[config.mk]
export PLATFORM = sky130hd
export DESIGN_NAME = gemm_tile_accumulator
export DESIGN_NICKNAME = d
export VERILOG_FILES = /design/src/rtl/gemm_tile_accumulator.sv
export SDC_FILE = /design/constraint.sdc
export NUM_CORES = 2
export LEC_CHECK = 0
export CORE_ASPECT_RATIO = 1.75
export CORE_MARGIN = 4
export CORE_UTILIZATION = 60
export DETAILED_ROUTE_END_ITERATION = 8
export DONT_BUFFER_PORTS = 1
export PLACE_DENSITY = 0.76
export SLEW_MARGIN = 20
export SYNTH_ARGS = -nofsm -noshare
export SYNTH_HDL_FRONTEND = slang
export SYNTH_SLANG_ARGS = --single-unit
export TNS_END_PERCENT = 100
[constraint.sdc]
create_clock -name clk -period 8.3 [get_ports clk]
set_input_delay 1.245 -clock clk [delete_from_list [all_inputs] [get_ports clk]]
set_output_delay 1.245 -clock clk [all_outputs]
set_load 0.05 [all_outputs]
[src/rtl/gemm_tile_accumulator.sv]
// gemm_tile_accumulator
// Collects ARRAY_SIZE result rows per tile from the matrix unit and
// accumulates cfg_k_tiles partial tiles into a register buffer. Once every
// tile has been summed, it drains the buffer row by row to an SRAM write port.
//
// Ports
//   clk, rst_n          clock, asynchronous active-low reset
//   cfg_start           start pulse, only acted on while idle
//   cfg_k_tiles         number of partial tiles to sum (0 raises error)
//   cfg_out_addr        SRAM row address of output row 0
//   in_valid/in_ready   result-row handshake (ready only while accumulating)
//   in_data             result row, lane j = [j*ACC_WIDTH +: ACC_WIDTH]
//   out_valid/out_ready SRAM write handshake
//   out_addr, out_data  write address and zero-extended accumulated row
//   busy, done, error   status (done/error are one-cycle pulses)
module gemm_tile_accumulator #(
    parameter int ARRAY_SIZE = 4,
    parameter int ACC_WIDTH  = 32,
    parameter int SRAM_WIDTH = 256
) (
    input  logic                            clk,
    input  logic                            rst_n,
    input  logic                            cfg_start,
    input  logic [7:0]                      cfg_k_tiles,
    input  logic [19:0]                     cfg_out_addr,
    input  logic                            in_valid,
    output logic                            in_ready,
    input  logic [ARRAY_SIZE*ACC_WIDTH-1:0] in_data,
    output logic                            out_valid,
    input  logic                            out_ready,
    output logic [19:0]                     out_addr,
    output logic [SRAM_WIDTH-1:0]           out_data,
    output logic                            busy,
    output logic                            done,
    output logic                            error
);

    localparam int ROW_BITS = ARRAY_SIZE * ACC_WIDTH;
    localparam int ROW_W    = (ARRAY_SIZE > 1) ? $clog2(ARRAY_SIZE) : 1;
    localparam logic [ROW_W-1:0] LAST_ROW = ROW_W'(ARRAY_SIZE - 1);

    typedef enum logic [1:0] {
        IDLE  = 2'd0,
        ACCUM = 2'd1,
        DRAIN = 2'd2,
        DONE  = 2'd3
    } state_t;

    state_t                state_r;
    logic [ROW_W-1:0]      row_cnt_r;
    logic [7:0]            tile_cnt_r;
    logic [7:0]            k_tiles_r;
    logic [19:0]           base_addr_r;
    logic [ROW_BITS-1:0]   buffer_r [ARRAY_SIZE];

    logic                  in_ready_r;
    logic                  out_valid_r;
    logic [19:0]           out_addr_r;
    logic [SRAM_WIDTH-1:0] out_data_r;
    logic                  busy_r;
    logic                  done_r;
    logic                  error_r;

    logic                  transfer_s;
    logic                  accept_s;
    logic                  last_row_s;
    logic                  last_tile_s;
    logic [ROW_W-1:0]      next_row_s;
    logic [ROW_BITS-1:0]   row_sum_s;

    assign in_ready  = in_ready_r;
    assign out_valid = out_valid_r;
    assign out_addr  = out_addr_r;
    assign out_data  = out_data_r;
    assign busy      = busy_r;
    assign done      = done_r;
    assign error     = error_r;

    assign transfer_s  = in_valid & in_ready_r;
    assign accept_s    = out_valid_r & out_ready;
    assign last_row_s  = (row_cnt_r == LAST_ROW);
    assign last_tile_s = (tile_cnt_r == (k_tiles_r - 8'd1));
    assign next_row_s  = row_cnt_r + ROW_W'(1);

    // Lane-wise wrapping sum of the incoming row; the first tile overwrites.
    always_comb begin
        row_sum_s = '0;
        for (int j = 0; j < ARRAY_SIZE; j++) begin
            if (tile_cnt_r == 8'd0) begin
                row_sum_s[j*ACC_WIDTH +: ACC_WIDTH] = in_data[j*ACC_WIDTH +: ACC_WIDTH];
            end else begin
                row_sum_s[j*ACC_WIDTH +: ACC_WIDTH] = buffer_r[row_cnt_r][j*ACC_WIDTH +: ACC_WIDTH]
                                                    + in_data[j*ACC_WIDTH +: ACC_WIDTH];
            end
        end
    end

    // Control FSM, accumulation buffer and registered outputs.
    always_ff @(posedge clk or negedge rst_n) begin
        if (!rst_n) begin
            state_r     <= IDLE;
            row_cnt_r   <= '0;
            tile_cnt_r  <= 8'd0;
            k_tiles_r   <= 8'd0;
            base_addr_r <= 20'd0;
            in_ready_r  <= 1'b0;
            out_valid_r <= 1'b0;
            out_addr_r  <= 20'd0;
            out_data_r  <= '0;
            busy_r      <= 1'b0;
            done_r      <= 1'b0;
            error_r     <= 1'b0;
            for (int i = 0; i < ARRAY_SIZE; i++) begin
                buffer_r[i] <= '0;
            end
        end else begin
            done_r  <= 1'b0;
            error_r <= 1'b0;
            case (state_r)
                IDLE: begin
                    if (cfg_start) begin
                        if (cfg_k_tiles != 8'd0) begin
                            k_tiles_r   <= cfg_k_tiles;
                            base_addr_r <= cfg_out_addr;
                            row_cnt_r   <= '0;
                            tile_cnt_r  <= 8'd0;
                            in_ready_r  <= 1'b1;
                            busy_r      <= 1'b1;
                            state_r     <= ACCUM;
                        end else begin
                            error_r <= 1'b1;
                        end
                    end else begin
                        state_r <= IDLE;
                    end
                end
                ACCUM: begin
                    if (transfer_s) begin
                        buffer_r[row_cnt_r] <= row_sum_s;
                        if (last_row_s) begin
                            row_cnt_r  <= '0;
                            tile_cnt_r <= tile_cnt_r + 8'd1;
                            if (last_tile_s) begin
                                in_ready_r  <= 1'b0;
                                out_valid_r <= 1'b1;
                                out_addr_r  <= base_addr_r;
                                // With a single-row tile, row 0 is the one being written now.
                                if (ARRAY_SIZE == 1) begin
                                    out_data_r <= SRAM_WIDTH'(row_sum_s);
                                end else begin
                                    out_data_r <= SRAM_WIDTH'(buffer_r[0]);
                                end
                                state_r <= DRAIN;
                            end else begin
                                state_r <= ACCUM;
                            end
                        end else begin
                            row_cnt_r <= next_row_s;
                        end
                    end else begin
                        state_r <= ACCUM;
                    end
                end
                DRAIN: begin
                    if (accept_s) begin
                        if (last_row_s) begin
                            row_cnt_r   <= '0;
                            out_valid_r <= 1'b0;
                            out_addr_r  <= 20'd0;
                            out_data_r  <= '0;
                            done_r      <= 1'b1;
                            state_r     <= DONE;
                        end else begin
                            row_cnt_r  <= next_row_s;
                            out_addr_r <= base_addr_r + 20'(next_row_s);
                            out_data_r <= SRAM_WIDTH'(buffer_r[next_row_s]);
                        end
                    end else begin
                        state_r <= DRAIN;
                    end
                end
                DONE: begin
                    busy_r  <= 1'b0;
                    state_r <= IDLE;
                end
                default: begin
                    state_r     <= IDLE;
                    in_ready_r  <= 1'b0;
                    out_valid_r <= 1'b0;
                    busy_r      <= 1'b0;
                end
            endcase
        end
    end

endmodule

==> run metrics <==
chip height 356 um; port bufs 0; failing checks max-slew violations; drt via density roughly 6.4; vias 31600; vias in the first global route about 32000; wire per inst ~22 um; Setup Buffers After CTS 0; Final setup viols 0; Largest stage delay, worst path between 0.8 and 0.9 ns; crit path from row_cnt_r[0]$_DFFE_PN0P_; Hold Violations, Final 0; synthesized cell area approximately 42000 um2; Total GRT Usage between 20 and 30%; Worst path slowest cell dfrtp_4; Synth Instances 4190; Synth top cells by count 789 x nand2_1, 705 x dfrtp_1, 693 x o21ai_0; sequential share of the synthesized area a little over two fifths; Worst R2R Start row_cnt_r[0]$_DFFE_PN0P_; critical path class reg -> reg; worst-margin pin slew between 2 and 2.5 ns; Pins Over Slew Limit 213; DIE WIDTH between 200 and 250 um; Clock Sinks 705; EDFF count, synth 0; clock-pin slew on the worst setup and hold paths 0.07 ns; largest fanout on the critical path 80; fillcell total around 5500; Worst Setup End Kind flip-flop; Clock Skews ~0.021 ns; Peak VDD IR roughly 0.25 mV; Final #Nets 4310; startpoint types flip-flop; final instance area 43800 um2; min-delay worst type in -> async; final core occ between 60% and 70%; global route overflow 0; Slew HR -42.7%; crit-path cells buf_12 > mux4_2 > ha_1 > fa_1 > a21o_1 > a221oi_2 > o32ai_1 > o21ai_0 > o31ai_2 > a21boi_0 > xor2_1 > nor2_1 > a21oi_1 > o21ai_0; Achievable Freq roughly 0.19 GHz; largest net degree at the start of global routing a little over 700; htree depth 3; Iter 0 DRT Violations between 2000 and 3000; period utilization around 62%; first-pass GRT wire length around 180000 um; WP data arrival ~5.6 ns; CTS Hold Bufs 0; TritonCTS clock tree yes; Post-DP Area a little over 40000 um2; max_cap viols 0; RSZ-0062 raised after global routing no; antenna-violating nets left 0; buffer and inverter count on the worst path 1; Yosys cell types 91; Root Driver clkbuf_16; initial antenna violation count 6; setup TNS 0 ns; syn_area_per_cell around 10 um2; delay-heaviest family, CP compound AO/OA/AOI/OAI gates; Final Critical Period about 5.2 ns; Clock Latency Late Sink about 0.63 ns; share of cells above drive strength 1 between 10% and 20%; Initial Utilization about three fifths; die outline area roughly 74000 um2; ys flop type dfrtp_1; pwr/cell area 421 nW/um2; CTS Buf Count between 60 and 70; most common cell in the synthesized netlist nand2_1; status finished, violations left; GP Congestion 0.889; I/O pins 442; HPWL after DPL about 72000 um; FF-to-FF End buffer_r[346]$_DFFE_PN0P_; clk buf depth 3; Remaining DRCs 0; Leakage roughly 19 nW; number of cells on the worst reg-to-reg path 14; Resized Gates After CTS 0; DRT Pass-1 Iters 6; row count ~130; Syn. warnings 0; Worst EP required 8.77 ns; synth top area cells dfrtp_1 42%, mux4_2 14%, o21ai_0 8.3%; Layout area overhead 5.25%; Worst R2R Setup Slack 3.13 ns; most frequent CP cell o21ai_0; Synth area leader dfrtp_1; fraction of registers with async set/reset 100%; drt total wl ~110000 um; Seq cells post-synth 705; Synth top area share around 42%; CORE AREA 68600 um2
==> area by class of cell <==
type / count / area, um2 / share of cell area, %
Clock inverter: 37 / 414 / 0.945
Tap cell: 903 / 1130 / 2.58
Inverter: 48 / 185 / 0.423
Timing Repair Buffer: 30 / 275 / 0.628
Multi-Input combinational cell: 3153 / 22200 / 50.7
Clock buffer: 89 / 1960 / 4.46
Antenna cell: 4 / 10.0 / 0.0228
Sequential cell: 705 / 17600 / 40.3
==> how the worst max path moves through the flow <==
| stage | depth (start not counted) | endpoint | slack [ns] |
|---|---|---|---|
| after floorplan | 19 | out_addr[18]$_DFFE_PN0P_ | 2.96 |
| after global placement | 14 | buffer_r[124]$_DFFE_PN0P_ | 3.24 |
| after detailed placement | 14 | buffer_r[124]$_DFFE_PN0P_ | 3.18 |
| after CTS | 14 | buffer_r[124]$_DFFE_PN0P_ | 3.16 |
| after global routing | 14 | buffer_r[474]$_DFFE_PN0P_ | 2.75 |
| final | 14 | buffer_r[346]$_DFFE_PN0P_ | 3.13 |
==> logic make-up after synthesis <==
| logic type | count (synthesis) | share of synthesized area, % |
|---|---|---|
| buffers and inverters | 459 | 5.64 |
| muxes | 313 | 15.3 |
| xor gates and xnor gates | 113 | 2.38 |
| and+or+nand+nor | 1156 | 11.7 |
| adders and majority gates | 142 | 4.36 |
| AOI/OAI and AO/OA | 1301 | 18.3 |
| other | 1 | 0.00901 |
| DFF | 705 | 42.4 |
==> metal layers <==
layer  share of wire [%]  track usage (%)
met1                  37             35.2
met5               0.024                0
met4                 4.8             13.6
met3                 7.6             6.25
met2                  51             51.4
==> flip-flops by register name, indices dropped and copies added (netlist names), named ones only <==
register and cells:
base_addr_r 20, buffer_r 512, busy 1, done 1
error 1, in_ready 1, k_tiles_r 8, out_addr 20
out_data 128, out_valid 1, row_cnt_r 2, state_r 1
tile_cnt_r 8
==> metrics by stage <==
step           hold WS, ns  instances  power, mW  setup WS [ns]
2_1_floorplan        0.458       4317       13.1           2.96
3_3_place_gp         0.471       4839       14.8           3.24
3_5_place_dp         0.488       4839       15.1           3.18
4_1_cts              0.308       4965       18.5           3.16
5_1_grt              0.301       4968       19.8           2.75
6_report             0.319       4969       18.4           3.13
==> power breakdown <==
group / switching, mW / internal, mW / total (mW)
Combinational: 4.85 / 4.27 / 9.12
Clock: 1.43 / 1.90 / 3.33
Sequential: 1.29 / 4.71 / 6.00
Total: 7.56 / 10.9 / 18.4
==> layout by cell type (no fill, tap or decap), drive strengths merged, types with 30 or more instances in the layout <==
cell and count:
buf 30, xnor2 66, nor2 155, mux2i 31
xor2 47, nand2 789, a21oi 171, a22oi 134
mux4 256, a21o 70, nand3 40, conb 128
clkbuf 89, nor3 30, dfrtp 705, inv 54
o21ai 738, ha 137, a31oi 54
(Power assumes the default switching activity.)
